**src/rtl/ov7670_pkg.sv**
```systemverilog
// Shared types and table markers for the OV7670 configuration sequencer.
package ov7670_pkg;

  typedef enum logic [2:0] {
    ST_IDLE      = 3'd0,
    ST_FETCH     = 3'd1,
    ST_WAIT_BUSY = 3'd2,
    ST_WAIT_DONE = 3'd3,
    ST_DELAY     = 3'd4,
    ST_DONE      = 3'd5
  } seq_state_e;

  localparam logic [15:0] TBL_END   = 16'hFFFF;
  localparam logic [15:0] TBL_DELAY = 16'hFFF0;

  function automatic logic is_write(input logic [15:0] entry);
    return (entry != TBL_END) && (entry != TBL_DELAY);
  endfunction

endpackage

```
**src/rtl/ov7670_config_sequencer.sv**
```systemverilog
// Walks the configuration table, issuing one SCCB write per entry and
// honouring delay/end markers; done is held until restart or reset.
module ov7670_config_sequencer
  import ov7670_pkg::*;
#(
  parameter int CLK_FREQ     = 25_000_000,
  parameter int DELAY_CYCLES = CLK_FREQ / 100,
  parameter int ROM_AW       = 8
) (
  input  logic              clk,
  input  logic              rst_n,
  input  logic              start,
  output logic              done,
  output logic [ROM_AW-1:0] rom_addr,
  input  logic [15:0]       rom_data,
  output logic [7:0]        SCCB_addr,
  output logic [7:0]        SCCB_data,
  output logic              SCCB_start,
  input  logic              SCCB_ready
);

  localparam logic [ROM_AW-1:0] LAST_ADDR    = {ROM_AW{1'b1}};
  localparam logic [31:0]       DELAY_RELOAD = 32'(DELAY_CYCLES - 1);

  seq_state_e  state_r;
  logic [31:0] timer_r;
  logic        last_r;   // delay marker sat at the final index: finish after it

  // Sequencer FSM with registered outputs.
  always_ff @(posedge clk or negedge rst_n) begin
    if (!rst_n) begin
      state_r    <= ST_IDLE;
      rom_addr   <= '0;
      SCCB_addr  <= 8'h00;
      SCCB_data  <= 8'h00;
      SCCB_start <= 1'b0;
      done       <= 1'b0;
      timer_r    <= 32'd0;
      last_r     <= 1'b0;
    end else begin
      case (state_r)
        ST_IDLE, ST_DONE: begin
          if (start) begin
            rom_addr <= '0;
            done     <= 1'b0;
            state_r  <= ST_FETCH;
          end else begin
            state_r <= state_r;
          end
        end
        ST_FETCH: begin
          if (rom_data == TBL_END) begin
            done    <= 1'b1;
            state_r <= ST_DONE;
          end else if (rom_data == TBL_DELAY) begin
            timer_r <= DELAY_RELOAD;
            if (rom_addr == LAST_ADDR) begin
              last_r <= 1'b1;
            end else begin
              last_r   <= 1'b0;
              rom_addr <= rom_addr + 1'b1;
            end
            state_r <= ST_DELAY;
          end else if (is_write(rom_data) && SCCB_ready) begin
            SCCB_addr  <= rom_data[15:8];
            SCCB_data  <= rom_data[7:0];
            SCCB_start <= 1'b1;
            state_r    <= ST_WAIT_BUSY;
          end else begin
            state_r <= ST_FETCH;
          end
        end
        ST_WAIT_BUSY: begin
          SCCB_start <= 1'b0;
          if (!SCCB_ready) begin
            state_r <= ST_WAIT_DONE;
          end else begin
            state_r <= ST_WAIT_BUSY;
          end
        end
        ST_WAIT_DONE: begin
          if (SCCB_ready) begin
            if (rom_addr == LAST_ADDR) begin
              done    <= 1'b1;
              state_r <= ST_DONE;
            end else begin
              rom_addr <= rom_addr + 1'b1;
              state_r  <= ST_FETCH;
            end
          end else begin
            state_r <= ST_WAIT_DONE;
          end
        end
        ST_DELAY: begin
          if (timer_r == 32'd0) begin
            if (last_r) begin
              done    <= 1'b1;
              state_r <= ST_DONE;
            end else begin
              state_r <= ST_FETCH;
            end
          end else begin
            timer_r <= timer_r - 32'd1;
          end
        end
        default: begin
          SCCB_start <= 1'b0;
          state_r    <= ST_IDLE;
        end
      endcase
    end
  end

endmodule
```
**config.mk**
```make
export PLATFORM = sky130hd
export DESIGN_NAME = ov7670_config_sequencer
export DESIGN_NICKNAME = d
export VERILOG_FILES = /design/src/rtl/ov7670_pkg.sv /design/src/rtl/ov7670_config_sequencer.sv
export SDC_FILE = /design/constraint.sdc
export NUM_CORES = 1
export LEC_CHECK = 0
export ABC_CLOCK_PERIOD_IN_PS = 4600
export CAP_MARGIN = 5
export CORE_UTILIZATION = 50
export CTS_CLUSTER_DIAMETER = 200
export CTS_CLUSTER_SIZE = 30
export DETAILED_ROUTE_END_ITERATION = 16
export PLACE_DENSITY = 0.82
export SYNTH_ARGS = -nofsm -noshare
export SYNTH_HDL_FRONTEND = slang
export SYNTH_SLANG_ARGS = --single-unit
```
**constraint.sdc**
```tcl
create_clock -name clk -period 4.6 [get_ports clk]
set_input_delay 0.92 -clock clk [delete_from_list [all_inputs] [get_ports clk]]
set_output_delay 0.92 -clock clk [all_outputs]
set_load 0.05 [all_outputs]
```
* Yosys cells after proc, flatten, opt, wreduce, memory -nomap -nowiden
Index checks and enable logic that the tools add are counted.
** Word-level totals
- Flip-flop bits (word level) :: 62
- Input bits :: 20
- Word-level logic and storage cells :: 82
** Cells by class
- Add/subtract/negate cells :: 2
- Equality and inequality tests :: 21
- Mux-type cells :: 32
- Bitwise logic cells :: 3
- Reduce and logical (&&, ||, !) cells :: 16
** Operators by type and width (count)
- $mux 32 :: 3
- $pmux 32 s2 :: 1
- $mux 8 :: 5
- $eq 16x16->1 const B :: 2
- $logic_not 32->1 :: 1
- $ne 16x16->1 const B :: 2
- $sub 32x1->32 const B :: 1
- $pmux 8 s3 :: 1
- $ne 2x2->1 const B :: 11
- $mux 3 :: 7
- $pmux 3 s5 :: 1
- $reduce_and 4->1 :: 3
- $mux 1 :: 11
- $add 8x1->8 const B :: 1
- $eq 8x8->1 const B :: 1
- $reduce_and 7->1 :: 1
- $eq 3x2->1 const B :: 2
- $eq 3x3->1 const B :: 2
- $reduce_and 5->1 :: 1
- $pmux 1 s4 :: 1
- $reduce_bool 4->1 :: 1
- $reduce_or 4->1 :: 1
- $eq 3x1->1 const B :: 1
- $logic_not 3->1 :: 1
- 9 further kinds :: 12

* Longest topological paths before layout
- Word-level depth :: 7
- Depth in mapped cells :: 8

* Least setup slack after synthesis
No wires, ideal clock.
- Path kind :: input-to-reg
- Start :: in rom_data[1]
- End :: reg rom_addr[5]
- Library setup time :: 79 ps
- Arrival :: 2658 ps
- Slack :: 1863 ps
- Stages :: 6
- Path buffers :: 1
- Cell sequence :: or4_1 o41ai_1 a21oi_1 clkbuf_1 nor4_1 mux2i_1
** On the way
- Longest elaborated chain between the ends :: 3
** RTL lines
- from (decl) :: line ov7670_config_sequencer.sv:15 : input logic [15:0] rom_data,
- $eq 16x16->1 (on tied branches) :: line ov7670_config_sequencer.sv:55, ov7670_config_sequencer.sv:52
- $ne 2x2->1 (no line)
- $reduce_and 5->1 (no line) (*)
- to (signal assigned) :: line ov7670_config_sequencer.sv:61 : rom_addr <= rom_addr + 1'b1;
- to (signal assigned) :: line ov7670_config_sequencer.sv:87 : rom_addr <= rom_addr + 1'b1;
- to (decl) :: line ov7670_config_sequencer.sv:14 : output logic [ROM_AW-1:0] rom_addr,
Every way passes the cells marked *; elsewhere a longest branch is shown, timed or not.
A chain may end at the register's enable or synchronous reset.

* Final worst setup path
- Start :: in rom_data[1]
- End :: reg timer_r[17]
** On the way
- Longest elaborated chain between the ends :: 3
** RTL lines
- $eq 16x16->1 (on tied branches) :: line ov7670_config_sequencer.sv:55, ov7670_config_sequencer.sv:52
- $ne 2x2->1 (no line)
- $reduce_and 4->1 (no line) (*)
- to (signal assigned) :: line ov7670_config_sequencer.sv:103 : timer_r <= timer_r - 32'd1;
- to (decl) :: line ov7670_config_sequencer.sv:26 : logic [31:0] timer_r;
Marked as above.

==> results_dict.tcl <==
set metrics [dict create \
    status "completed" \
    cts_tree "yes" \
    min_path_type "reg2reg" \
    synthToLayoutAreaGrowth_pct 19.6 \
    power_mw 2.21 \
    internal-power_mw 1.30 \
    peakVddDrop_mv 0.426 \
    fmax_mhz 301 \
    ios 46 \
    end_kind "register" \
    p_per_area_nw_per_um2 531 \
    postSynthCellCount 364 \
    grt_use_total_pct 22.3 \
    wirelength_um 7720 \
    antenna-diode-count 0 \
    vias 3013 \
    place_congestion 0.787 \
    clock_sinks 62 \
    yosysSeqAreaShare_pct 44.5 \
    cts_buffer_depth 2 \
    overflow 0 \
    numCtsBuffers 9 \
    nets 424 \
    cp_max_fo 29 \
    finalCritPeriodShare_pct 72.3 \
    worst_slew_pin_slew_ns 0.915 \
    cts_setup_buffers 0 \
    wl_per_cell_um 15.9 \
    skew_ns 0.00955 \
    dpl.hpwl_um 5220 \
    utilization_pct 61.7 \
    ys_ff_latch 62 \
    htreeDepth 3 \
    relSlewSlack_pct 38.8 \
    start_util_pct 51.6 \
    drtIter0Drc 212 \
    rsz0062_at_grt "no" \
    dpl_worst_slack_ns 0.924 \
    critPathLaunchType "input port" \
    final.fill_count 558 \
    route.detailed.drc 0 \
    clkTransAtPathRegs_ns 0.08 \
    row_count 30 \
    ys.flop_type "dfrtp_1" \
    cap_violations 0 \
    antenna_found_initial 0 \
    drive_above_1_share_pct 11.3 \
    hold_viol 0 \
    seqPwrFrac_pct 34.4 \
    die_area_um2 7310 \
    p_leak_nw 1.61 \
    crit_type "in2reg" \
    p_clk_share_pct 24.4 \
    ant_nets 0 \
    syn_nets 387 \
    p_comb_share_pct 41.2 \
    die-height_um 85.5 \
    drv_slew 0 \
    syn_area_per_cell_um2 9.57 \
    vias_per_cell 6.20 \
    grt_pass1_vias 2863 \
    insertion_delay_ns 0.35 \
    required_ns 4.87 \
    ys_warn_count 0 \
    io_buffers 45 \
    firstDrtPassIters 7 \
    grt_max_degree 39 \
    finalSetupTns_ns 0 \
    r2r_slack_ns 1.53 \
    finalWorstSetupSlack_ns 1.27 \
    synth_cell_types 47 \
    core_area_um2 6760 \
    min_period_ns 3.33 \
    switching_share_pct 41.0 \
    grt_pass1_wl_um 13000 \
    cts_hold_buf 0 \
    cts_resized 0 \
    p_switching_mw 0.907 \
    critical_path_arrival_ns 3.60 \
    finalSetupViolations 0 \
    cts_root_buf "clkbuf_8" \
    synth-edff-count 0 \
    synth_area_um2 3480 \
    synthArstFlopShare_pct 100 \
    die_w_um 85.5 \
]
## synth_stat cells, types with 3 or more instances
cell       n  area (µm²)
buf_4      3        22.5
inv_1      3        11.3
nand2_1   38         143
nor3_1    11        55.1
and2_1     5        31.3
a31oi_1    3        18.8
mux2_2    16         180
clkbuf_1  14        52.6
nand4_1   10        62.6
nor2_1    19        71.3
o41ai_1    4        35.0
or3_1     10        62.6
or4_1     12        90.1
o31ai_1   11        82.6
nor4_1    21         131
nand2b_1  17         106
a21oi_1   17        85.1
nand3_1   18        90.1
ha_1       3        37.5
nand4b_1   3        26.3
o21ai_0    9        45.0
mux2i_1   23         230
dfrtp_1   62        1550
## final timing paths
| path | from | end | cells after the start |
|---|---|---|---|
| worst max-delay path | rom_data[1] | timer_r[17]$_DFFE_PN0P_ | 6 |
| min in group asynchronous | rst_n | timer_r[6]$_DFFE_PN0P_ | 1 |
| worst min-delay path | timer_r[11]$_DFFE_PN0P_ | timer_r[11]$_DFFE_PN0P_ | 1 |
| worst max register to register | timer_r[2]$_DFFE_PN0P_ | timer_r[30]$_DFFE_PN0P_ | 5 |
| worst min register to register | timer_r[11]$_DFFE_PN0P_ | timer_r[11]$_DFFE_PN0P_ | 1 |
| max in group asynchronous | rst_n | last_r$_DFFE_PN0P_ | 2 |
## critical path, cell delays in order
cell and delay (ns):
clkdlybuf4s50_1 0.44, or4_1 0.58, nor4_1 0.44, nand2_1 0.65
and2_1 0.41, mux2i_1 0.15
## per-stage QoR
| stage | std cells | hold WS [ns] | cell area, µm² |
|---|---|---|---|
| floorplan | 364 | 0.446 | 3480 |
| global placement | 470 | 0.469 | 3950 |
| detailed placement | 470 | 0.479 | 3950 |
| CTS | 486 | 0.489 | 4170 |
| global route | 486 | 0.512 | 4170 |
| finish | 486 | 0.487 | 4170 |
## flip-flops by register name, indices dropped and copies added, names as in the netlist
name        flops
timer_r        32
state_r         3
done            1
last_r          1
SCCB_start      1
SCCB_addr       8
SCCB_data       8
rom_addr        8
## per-layer routing
| layer | track usage [%] | share of wire [%] | up-vias |
|---|---|---|---|
| met5 | 0 | 0 | - |
| met4 | 6.36 | 1.1 | 0 |
| met3 | 7.49 | 7.2 | 11 |
| met2 | 35.7 | 47 | 106 |
| met1 | 28.9 | 45 | 1464 |
| li1 | - | - | 1432 |
## power groups by stage
stage	logic, mW	registers [mW]	clock network, mW
after floorplan	0.319	1.07	0
after global placement	0.897	0.764	0
after detailed placement	0.908	0.769	0
after CTS	0.916	0.762	0.545
after global routing	0.967	0.781	0.568
final	0.911	0.762	0.539
## cell usage in the layout (no fill, tap or decap), types with 12 or more instances in the layout
cell type,n
or4_1,12
nand2b_1,17
nand3_1,18
nor4_1,20
dfrtp_1,62
mux2i_1,23
nand2_1,38
clkdlybuf4s50_1,44
a21oi_1,17
mux2_2,16
nor2_1,19
## kinds of logic after synthesis
kind of cell | Yosys count | share of synthesized area [%]
mux | 39 | 11.8
flops | 62 | 44.5
fa+ha+maj | 3 | 1.08
buf+inv | 27 | 4.13
compound gates | 55 | 10.3
simple gates | 178 | 28.2
## layout make-up
cell class	instances	area, µm²	share of cell area (%)
Multi-Input combinational cell	275	1800	43.2
Sequential cell	62	1550	37.2
Timing Repair Buffer	50	483	11.6
Clock buffer	9	124	2.97
Tap cell	80	100	2.40
Clock inverter	7	98.8	2.37
Inverter	3	11.3	0.270
No activity file was read; power rests on OpenSTA's default activity.
